<file path="config.mk">
export PLATFORM = sky130hd
export DESIGN_NAME = pmu_seq
export DESIGN_NICKNAME = d
export VERILOG_FILES = /design/src/rtl/pmu_seq.sv
export SDC_FILE = /design/constraint.sdc
export NUM_CORES = 1
export LEC_CHECK = 0
export CAP_MARGIN = 20
export CORE_UTILIZATION = 39
export CTS_BUF_LIST = sky130_fd_sc_hd__clkbuf_4 sky130_fd_sc_hd__clkbuf_8
export DETAILED_ROUTE_END_ITERATION = 12
export PLACE_DENSITY = 0.8
export SLEW_MARGIN = 20
export SYNTH_ARGS = -nofsm -noshare
export SYNTH_HDL_FRONTEND = slang
export SYNTH_SLANG_ARGS = --single-unit
export TNS_END_PERCENT = 30
</file>
<file path="constraint.sdc">
create_clock -name DOUB_BLF -period 3.1 [get_ports DOUB_BLF]
set_clock_uncertainty 0.2 [all_clocks]
set_input_delay 0.775 -clock DOUB_BLF [delete_from_list [all_inputs] [get_ports DOUB_BLF]]
set_output_delay 0.775 -clock DOUB_BLF [all_outputs]
set_load 0.02 [all_outputs]
</file>
<file path="src/rtl/pmu_seq.sv">
// pmu_seq: tag power-management sequencer, INIT -> REC -> NUM_STG guarded stages, plus div_en/ie_en arbitration.
// Optional per-stage watchdog abort is built when PMU_SEQ_WDT_EN is defined.
module pmu_seq #(
    parameter int         NUM_STG   = 2,
    parameter int         GAP_CYC   = 3,
    parameter int         IGAP_CYC  = 4,
    parameter int         TMO_CYC   = 1024,
    parameter int         TMO_W     = 11,
    parameter logic [7:0] SORT_CODE = 8'h01
) (
    input  logic               DOUB_BLF,
    input  logic               rst,
    input  logic               tag_status,
    input  logic               init_done,
    input  logic               parse_done,
    input  logic               parse_err,
    input  logic               parse_iereq,
    input  logic [7:0]         cmd_head,
    input  logic               dec_done,
    input  logic               job_done,
    input  logic               new_cmd,
    input  logic               T2_overstep,
    input  logic [NUM_STG-1:0] stg_done,
    input  logic [NUM_STG-1:0] stg_iereq,
    output logic               init_en,
    output logic               dec_en,
    output logic [NUM_STG-1:0] stg_en,
    output logic               div_en,
    output logic               ie_en,
    output logic               tmo_err
);
    localparam int IDX_W = (NUM_STG > 1) ? $clog2(NUM_STG) : 1;

    typedef enum logic [2:0] {
        S_IDLE,
        S_INIT,
        S_REC,
        S_GAP,
        S_STG,
        S_END
    } state_t;

    state_t             state;
    logic [IDX_W-1:0]   stg_idx;
    logic [3:0]         gap_cnt;
    logic               init_seen;
    logic               timeout;
    logic               cur_done;
    logic               last_stg;
    logic [NUM_STG-1:0] stg_sel;
    logic               init_cut;
    logic               div_clr;
    logic               div_set;
    logic               ie_set;
    logic               ie_clr;

    if (NUM_STG < 1 || NUM_STG > 8 || GAP_CYC < 0 || GAP_CYC > 15 ||
        IGAP_CYC < 0 || IGAP_CYC > 15 || TMO_CYC < 1 || TMO_CYC >= (1 << TMO_W)) begin : g_bad_param
        $error("pmu_seq: parameter out of range");
    end

    assign cur_done = stg_done[stg_idx];
    assign last_stg = (stg_idx == IDX_W'(NUM_STG - 1));
    assign stg_sel  = NUM_STG'(1) << stg_idx;

    // Sequencer; enables are a registered decode of the current state.
    always_ff @(posedge DOUB_BLF) begin
        if (rst) begin
            state   <= S_IDLE;
            stg_idx <= '0;
            gap_cnt <= '0;
            init_en <= 1'b0;
            dec_en  <= 1'b0;
            stg_en  <= '0;
        end else begin
            init_en <= (state == S_INIT);
            dec_en  <= (state == S_REC);
            stg_en  <= (state == S_STG) ? stg_sel : '0;
            if (tag_status) begin
                state <= S_END;
            end else begin
                case (state)
                    S_IDLE: state <= S_INIT;
                    S_INIT: if (init_done) state <= S_REC;
                    S_REC: begin
                        if (parse_done && cmd_head != SORT_CODE) begin
                            state   <= S_GAP;
                            stg_idx <= '0;
                            gap_cnt <= 4'(GAP_CYC);
                        end else if (parse_err) begin
                            state <= S_REC;
                        end
                    end
                    S_GAP: begin
                        if (new_cmd) begin
                            state   <= S_REC;
                            stg_idx <= '0;
                        end else if (gap_cnt == 4'd0) begin
                            state <= S_STG;
                        end else begin
                            gap_cnt <= gap_cnt - 4'd1;
                        end
                    end
                    S_STG: begin
                        if (new_cmd) begin
                            state   <= S_REC;
                            stg_idx <= '0;
                        end else if (cur_done) begin
                            if (last_stg) begin
                                state   <= S_REC;
                                stg_idx <= '0;
                            end else begin
                                state   <= S_GAP;
                                stg_idx <= stg_idx + IDX_W'(1);
                                gap_cnt <= 4'(IGAP_CYC);
                            end
                        end else if (timeout) begin
                            state   <= S_REC;
                            stg_idx <= '0;
                        end
                    end
                    S_END:   state <= S_END;
                    default: state <= S_IDLE;
                endcase
            end
        end
    end

`ifdef PMU_SEQ_WDT_EN
    logic [TMO_W-1:0] wdt;

    // A done arriving in the timeout cycle wins, as do kill and new-command aborts.
    assign timeout = (state == S_STG) && !tag_status && !new_cmd && !cur_done &&
                     (wdt == TMO_W'(TMO_CYC - 1));

    always_ff @(posedge DOUB_BLF) begin
        if (rst) begin
            wdt     <= '0;
            tmo_err <= 1'b0;
        end else begin
            tmo_err <= timeout;
            if (state != S_STG)
                wdt <= '0;
            else if (wdt != {TMO_W{1'b1}})
                wdt <= wdt + TMO_W'(1);
        end
    end
`else
    assign timeout = 1'b0;
    assign tmo_err = 1'b0;
`endif

    // The init cut acts through the div_en register, one cycle after dec_en rises.
    assign init_cut = init_seen & dec_en;
    assign div_clr  = new_cmd | T2_overstep | init_cut;
    assign div_set  = parse_iereq | dec_done;
    assign ie_set   = parse_iereq | (|stg_iereq);
    assign ie_clr   = dec_done | stg_done[NUM_STG-1] | (job_done & (state == S_REC)) |
                      init_done | timeout;

    always_ff @(posedge DOUB_BLF) begin
        if (rst) begin
            init_seen <= 1'b0;
            div_en    <= 1'b1;
            ie_en     <= 1'b1;
        end else begin
            if (new_cmd)
                init_seen <= 1'b0;
            else if (init_done)
                init_seen <= 1'b1;

            if (div_clr)
                div_en <= 1'b0;
            else if (div_set)
                div_en <= 1'b1;

            if (ie_set)
                ie_en <= 1'b1;
            else if (ie_clr)
                ie_en <= 1'b0;
        end
    end
endmodule

</file>
==> impl_metrics.json <==
{
  "synth_area_um2": 840,
  "cp_num_buf_inv": 1,
  "gr-total-overflow": 0,
  "maxSlewViolCount": 0,
  "hold_class": "reg2reg",
  "status": "complete, no violations",
  "clkPwrFrac": 0.265,
  "yosys.cell_count.top_type": "dfxtp_1",
  "hold_violations": 0,
  "syn_nets": 126,
  "core_mm2": 0.00200,
  "cpLargestDelayFamily": "simple AND/OR/NAND/NOR gates",
  "synth_area_per_cell_um2": 8.31,
  "utilization": 0.575,
  "clock_path_buffers": 2,
  "post_cts_buffers": 0,
  "design_area_mm2": 0.00115,
  "seq_power_share": 0.505,
  "initial_core_util": 0.419,
  "fmax_mhz": 381,
  "post_dp_cell_area_mm2": 0.00112,
  "synth_enable_flop_cells": 0,
  "post_cts_resized": 0,
  "vias": 870,
  "cp-start-kind": "input port",
  "switching_share": 0.281,
  "wire_per_inst_um": 13.0,
  "synth_top_area_share": 0.358,
  "nFillCells": 186,
  "cp-end-kind": "flip-flop",
  "rows": 16,
  "clockRootBuffer": "clkbuf_4",
  "synthArstFlopShare": 0,
  "peakVddDrop_v": 0.000344,
  "critical_path_class": "in2reg",
  "cp_cell_sequence": "clkdlybuf4s50_1, nor4bb_1, o21ai_1, a221o_1, or4_1, a21oi_1",
  "p_total_mw": 0.421,
  "critPathMaxFanout": 8,
  "clk_pin_slew_ns": 0.09,
  "post_drt_via_cell_ratio": 5.65,
  "cp_slowest_cell": "or4_1",
  "antenna_cells": 0,
  "seq_area_um2": 300,
  "cts_buffers": 3,
  "multiInputGateArea_um2": 500,
  "synth_cell_types": 38,
  "worstSkewPairLatency_ns": 0.28,
  "die_w_um": 48.4,
  "p_switching_mw": 0.118,
  "die_h_um": 48.4,
  "power.internal_mw": 0.303,
  "grt_max_degree": 15,
  "die-area_mm2": 0.00234,
  "layout-drive-gt1-share": 0.0472,
  "maxCapViolations": 0,
  "critPathMaxStageDelay_ns": 0.49,
  "dr.pass1.iters": 4,
  "synth_area_leaders": "dfxtp_1 36%, a21oi_1 4.8%, nor3_1 4.2%",
  "final.setup.tns_ns": 0,
  "finalNetCount": 153,
  "antenna_found_initial": 0,
  "synthTopCellsByCount": "15 x dfxtp_1, 9 x nor2_1, 8 x a21oi_1, 7 x nor3_1",
  "gp_congestion": 0.851,
  "dp_hpwl_um": 1560,
  "yosysSeqAreaShare": 0.358,
  "drc": 0,
  "wl_um": 2010,
  "synth_warnings": 0,
  "slew_headroom": 0.635,
  "worst_slew_pin_slew_ns": 0.547,
  "grt_pass1_vias": 820,
  "port_buffers": 27,
  "synth_ff_type": "dfxtp_1",
  "rsz0062_at_grt": "no",
  "htree_levels": 1,
  "num_io_pins": 30,
  "drtAntennaViolNets": 0,
  "syn2layout_area_growth_pct": 37.1,
  "yosys_register_bits": 15,
  "grt_pass1_wl_um": 3440,
  "cts_tree": "yes",
  "yosysTopAreaCell": "dfxtp_1",
  "setup_viol": 0,
  "comb_power_share": 0.230,
  "power.density_mw_per_mm2": 366,
  "syn_inst": 101,
  "clock-sinks": 15,
  "cp.required_ns": 3.12,
  "power_leakage_nw": 0.411,
  "fin_crit_ns": 2.63,
  "grt_use_total": 0.189,
  "drt-initial-drc-count": 32,
  "critPathArrivalTime_ns": 2.64,
  "hold_buffers": 0,
  "fin_crit_sh": 0.847
}
## cell usage in the layout (no fill, tap or decap), types with 2 or more instances in the layout
cell type / Yosys / layout
nor3_1: 7 / 7
o21ai_1: 3 / 3
nor2_1: 9 / 9
or4b_1: 2 / 2
o311a_1: 2 / 2
clkdlybuf4s50_1: 0 / 27
o21ai_0: 4 / 4
or4_1: 3 / 3
o21bai_1: 3 / 3
o22ai_1: 2 / 2
clkbuf_4: 0 / 3
dfxtp_1: 15 / 15
nand2_1: 3 / 3
nand2b_1: 4 / 4
inv_1: 3 / 3
a21oi_1: 8 / 8
nor3b_1: 3 / 3
ha_1: 2 / 2
a221oi_1: 2 / 2
a21o_1: 2 / 2
a211oi_1: 2 / 2
## metrics by stage
| step | worst slack, ns | hold slack [ns] | cells |
|---|---|---|---|
| 2_1_floorplan | 0.776 | 0.259 | 101 |
| 3_3_place_gp | 0.182 | 0.275 | 150 |
| 3_5_place_dp | 0.175 | 0.286 | 150 |
| 4_1_cts | 0.476 | 0.299 | 154 |
| 5_1_grt | 0.411 | 0.325 | 154 |
| 6_report | 0.475 | 0.301 | 154 |
## metal layers
metal | GRT usage | vias to the layer above | share of wire
met3 | 0.0377 | 4 | 0.046
met2 | 0.326 | 29 | 0.49
met5 | 0 | - | 0
li1 | - | 431 | -
met1 | 0.223 | 406 | 0.45
met4 | 0.0931 | 0 | 0.013
## registers in the layout (all words and copies together), names as in the netlist
register   flops
state          3
last_stg       1
stg_en         2
div_en         1
init_seen      1
dec_en         1
gap_cnt        4
ie_en          1
init_en        1
## final cells by class
| cell class | instances | share of cell area |
|---|---|---|
| Multi-Input combinational cell | 77 | 0.435 |
| Sequential cell | 15 | 0.261 |
| Timing Repair Buffer | 28 | 0.241 |
| Tap cell | 27 | 0.0293 |
| Clock buffer | 3 | 0.0196 |
| Inverter | 3 | 0.00978 |
| Clock inverter | 1 | 0.00435 |
## path summary, 6_finish.rpt
| check | startpoint | end | slack, ns | depth (start not counted) |
|---|---|---|---|---|
| max | tag_status | gap_cnt[3] | 0.47 | 6 |
| min | gap_cnt[0] | gap_cnt[0] | 0.30 | 2 |
| max reg2reg | state[2] | gap_cnt[3] | 0.64 | 5 |
| min reg2reg | gap_cnt[0] | gap_cnt[0] | 0.30 | 2 |
## power groups by stage
stage | Sequential (mW) | Clock [mW] | Combinational (mW)
5_1_grt | 0.214 | 0.122 | 0.106
2_1_floorplan | 0.213 | 0 | 0.0550
3_5_place_dp | 0.217 | 0 | 0.0965
4_1_cts | 0.213 | 0.114 | 0.0965
3_3_place_gp | 0.216 | 0 | 0.0939
6_report | 0.213 | 0.112 | 0.0969
## cells by family (layout without fill, tap and decap cells)
group | Yosys count | in the layout | share of synthesized area
AOI/OAI and AO/OA | 32 | 32 | 0.255
muxes | 1 | 1 | 0.0119
adders and majority gates | 2 | 2 | 0.0298
and+or+nand+nor | 41 | 41 | 0.295
buffers and inverters | 9 | 35 | 0.0462
other | 1 | 1 | 0.00447
DFF | 15 | 15 | 0.358
## tightest hold or removal path: cells and delay by family (launching register included)
kind	cells	cell delay, ns
flops	1	0.32
compound gates	2	0.14
No activity file was read; power rests on OpenSTA's default activity.
==> RTL change 1, RTL diff (same flow settings) <==
Build with the macro `PMU_SEQ_WDT_EN` defined.
--- a/src/rtl/pmu_seq.sv
+++ b/src/rtl/pmu_seq.sv
@@ -1,4 +1,6 @@
 // pmu_seq: tag power-management sequencer, INIT -> REC -> NUM_STG guarded stages, plus div_en/ie_en arbitration.
 // Optional per-stage watchdog abort is built when PMU_SEQ_WDT_EN is defined.
+`define PMU_SEQ_WDT_EN
+
 module pmu_seq #(
     parameter int         NUM_STG   = 2,
Behaviour: same outputs for any inputs over 10 cycles, from zero or initial values and one cycle with rst high; that may be too few to reach the edited logic, so the function may still have changed.
==> RTL change 1 against the original RTL <==
- die area is 62% higher
- total power is 54% higher
- area after synthesis increased by 65%
- synthesized cell count grew 64%
- worst setup slack improved by 130 ps
- sequential share of layout area rose by 4.4 points
- critical path depth down 1
- sequential cell count up 12
- final cell count is 58% higher
- wire length up 55%
- design area is 54% higher
==> RTL change 1: results (changes against the original RTL) <==
| Metric | Value |
|---|---|
| Status | complete, no violations |
| Max incr delay on CP | 680 ps (+190 ps) |
| Slew margin rel. | 68.8% (+5.3 points) |
| Asr flop ratio synth | 0% (unchanged) |
| WP data arrival | 2560 ps (-80 ps) |
| Hpwl dp | 2400 um (+54%) |
| Tot GR Track Use | 17.3% (-1.6 points) |
| Seq/Total Area, Yosys | 39.0% (+3.2 points) |
| Largest net degree at the start of global routing | 17 (+2) |
| Worst VDD drop | 144 uV (-58%) |
| Vias per cell | 5.44 (-3.8%) |
| Share of cells above drive strength 1 | 7.61% (+2.9 points) |
| Leakage power | 0.618 nW (+50%) |
| Global placement routability congestion | 0.825 (-3.0%) |
| Drt initial violations | 55 (+72%) |
| CP Launch Point | cmd_head[1] |
| Worst reg2reg startpoint | state[2]$_SDFFE_PP0P_ |
| Clk pin slew, worst setup/hold paths | 150 ps (+60 ps) |
| Final nets | 224 (+46%) |
| CP Max Fanout | 3 (-5) |
| Pre-CTS WS | 247 ps (+72.9 ps) |
| Cell variety after synth | 48 (+26%) |
| Synth area leaders | dfxtp_1, nor2_1, nand2_1 |
| Syn_nets | 192 (+52%) |
| Filler Cells Inserted | 322 (+73%) |
| Drt total wl | 3100 um (+55%) |
| Slowest-stage cell, CP | or4b_2 |
| Synth Flop Type | dfxtp_1 |
| Metal1 wirelength | 1500 um (+66%) |
| Htree depth | 1 (unchanged) |
| Synth cell count leaders | dfxtp_1, nor2_1, nand2_1 |
| CTS root buf | clkbuf_4 |
| Met2 GRT Util | 29.5% (-3.1 points) |
| Met1 GRT Util | 22.3% (-0.023 points) |
| # port buffers | 29 (+7.4%) |
| Yosys warns | 0 (unchanged) |
| First-pass GRT wire length | 4930 um (+43%) |
| M3 GR Usage | 2.10% (-1.7 points) |
| Largest regs | wdt: 11 flops, gap_cnt: 4 flops, state: 3 flops |
| Worst-skew pair later-pin latency | 340 ps (+60 ps) |
| DR WL met3 | 138 um (+50%) |
| Hold Startpoint | last_stg$_SDFFE_PP0P_ |
| Routed wl met2 | 1420 um (+44%) |
| Vias in the first global route | 1167 (+42%) |
## RTL change 1: cells by family after synthesis
group | count (synthesis) | share of synthesized area, %
XOR/XNOR | 7 | 4.42
AO/OA/AOI/OAI | 39 | 21.5
flip-flops | 27 | 39.0
AND/OR/NAND/NOR | 76 | 28.0
adder cells (fa/ha/maj) | 3 | 2.71
buffers and inverters | 13 | 3.61
multiplexers | 1 | 0.811
## RTL change 1: critical path, delay by kind of cell
kind | cells | cell delay, ps
AO/OA/AOI/OAI | 3 | 730
AND/OR/NAND/NOR | 1 | 680
buffers and inverters | 1 | 390
## RTL change 1: where the power goes
group          total, mW  internal (mW)  leakage [nW]  switching [mW]
logic              0.119         0.0634         0.385          0.0557
clock network      0.161         0.0495        0.0139           0.111
registers          0.368          0.357         0.219          0.0104
## RTL change 1: cell type report
cell class,instances,area [um^2],area share [%]
clock inverters,1,7.51,0.423
well taps,46,57.6,3.24
repair buffers,34,328,18.5
flip-flops and latches,27,541,30.4
clock buffers,3,22.5,1.27
inverters,6,22.5,1.27
multi-input cells,126,797,44.9
## RTL change 1: final timing paths
check                                                to  slack, ps  cells after the start
worst max-delay path            gap_cnt[3]$_SDFFE_PP0P_        600                      5
worst min-delay path               stg_en[0]$_SDFF_PP0_        300                      1
worst max register to register    last_stg$_SDFFE_PP0P_        770                      5
worst min register to register     stg_en[0]$_SDFF_PP0_        300                      1
## RTL change 1: metrics by stage
stage	total power [mW]	utilization (%)	instance area (um^2)	instances
after floorplan	0.439	-	1390	166
after global placement	0.492	51.9	1750	239
after detailed placement	0.494	51.9	1750	239
after CTS	0.651	52.8	1780	243
after global routing	0.681	52.8	1780	243
final	0.647	52.8	1780	243
==> RTL change 2, RTL diff (config.mk and constraints unchanged) <==
Made on the original files. Remove the register `stg_en`: a continuous assignment takes its place, so the output `stg_en` follows one clock earlier.
--- a/src/rtl/pmu_seq.sv
+++ b/src/rtl/pmu_seq.sv
@@ -72,9 +72,7 @@
             init_en <= 1'b0;
             dec_en  <= 1'b0;
-            stg_en  <= '0;
         end else begin
             init_en <= (state == S_INIT);
             dec_en  <= (state == S_REC);
-            stg_en  <= (state == S_STG) ? stg_sel : '0;
             if (tag_status) begin
                 state <= S_END;
@@ -126,4 +124,6 @@
         end
     end
+
+    assign stg_en = (state == S_STG) ? stg_sel : '0;
 
 `ifdef PMU_SEQ_WDT_EN
Formal check against the unedited RTL: not equivalent (a bounded check fails within 10 cycles, from zero or initial values and one cycle with rst high).
==> RTL change 2 against the original RTL <==
- non-clock buffer count is 4 higher
- wire length is 12% higher
- critical path depth is 3 lower
- sequential cell count is 2 lower
- design area is 1.4% higher
- total power is 1.5% lower
- worst setup slack worse by 280 ps
- fmax is 9.5% lower
- area after synthesis is 2.5% lower
- utilization is 2.0 points higher
- largest cell class unchanged
- largest power group unchanged
==> RTL change 2: results (changes against the original RTL) <==
| Metric | Value |
|---|---|
| Metal1 wirelength | 948 um (+5.1%) |
| Worst-skew pair later-pin latency | between 200 and 300 ps |
| Hpwl dp | 1670 um (+6.9%) |
| Final nets | 165 (+7.8%) |
| # port buffers | 28 (+3.7%) |
| Post-route ant nets | 0 (unchanged) |
| Multiplexer area fraction after synthesis | 3.67% (+2.5 points) |
| Seq/Total Area, Yosys | 31.8% (-4.0 points) |
| Int Power | 0.285 mW (-5.9%) |
| Initial antenna violation count | 0 (unchanged) |
| First-pass GRT wire length | 3310 um (-4.0%) |
| Vias in the first global route | 795 (-3.0%) |
| DR WL met3 | 188 um (+100%) |
| Synth area leaders | dfxtp_1, nor2_1, a21oi_1 |
| Max incr delay on CP | 610 ps (+120 ps) |
| Global placement routability congestion | 0.821 (-3.5%) |
| Synth Area in Adders | 3.06% (+0.077 points) |
| Slowest-stage cell, CP | clkdlybuf4s50_1 |
| Met2 GRT Util | 35.4% (+2.8 points) |
| Total number of vias | 911 (+4.7%) |
| Worst VDD drop | 221 uV (-36%) |
| Met1 GRT Util | 25.7% (+3.4 points) |
| WP data arrival | 1930 ps (-710 ps) |
| Worst Setup EP | stg_en[1] |
| Reg2reg end | gap_cnt[0]$_SDFFE_PP0P_ |
| Filler Cells Inserted | 203 (+9.1%) |
| Top delay family on crit path | buffers and inverters |
| Hold Startpoint | init_seen$_SDFFE_PP0P_ |
| Synth cell count leaders | nor2_1, dfxtp_1, a21oi_1 |
| Worst setup SP type | register |
| CP Max Fanout | 10 (+2) |
| Hold EP | init_seen$_SDFFE_PP0P_ |
| Power in combinational cells | 0.117 mW (+21%) |
| Clock share of power | 27.5% (+1.0 points) |
| Status | complete, no violations |
| Largest regs | gap_cnt: 4 flops, state: 3 flops |
| Worst R2R Setup Slack | 730 ps (+90 ps) |
| Leakage power | 0.436 nW (+6.0%) |
| Measured slew at the worst slew-check pin | 552 ps (+5.23 ps) |
| Final worst hold slack | 292 ps (-8.85 ps) |
| Drt initial violations | 54 (+69%) |
==> RTL change 2: cell types whose count changed in the layout (fill, tap and decap cells not counted), moves of 3 or more <==
cell      before  now
o21bai_1       3    0
buf_4          1    4
nor2_1         9   18
o21ai_0        4    7
inv_1          3    6
==> RTL change 2: stage by stage <==
step	std cells	setup slack [ps]	power, mW	utilization [%]	area, um^2
final	166	198	0.415	59.5	1170
after global routing	166	140	0.436	59.5	1170
after CTS	166	199	0.412	59.5	1170
after detailed placement	162	109	0.303	58.1	1140
after global placement	162	180	0.300	58.1	1140
after floorplan	108	672	0.250	-	818
==> RTL change 2: layout make-up <==
type                            instances  area, um^2  share of cell area, %
Tap cell                               27        33.8                   2.89
Clock inverter                          1        5.00                  0.429
Inverter                                6        22.5                   1.93
Sequential cell                        13         260                   22.3
Clock buffer                            3        22.5                   1.93
Multi-Input combinational cell         84         513                   43.9
Timing Repair Buffer                   32         310                   26.6
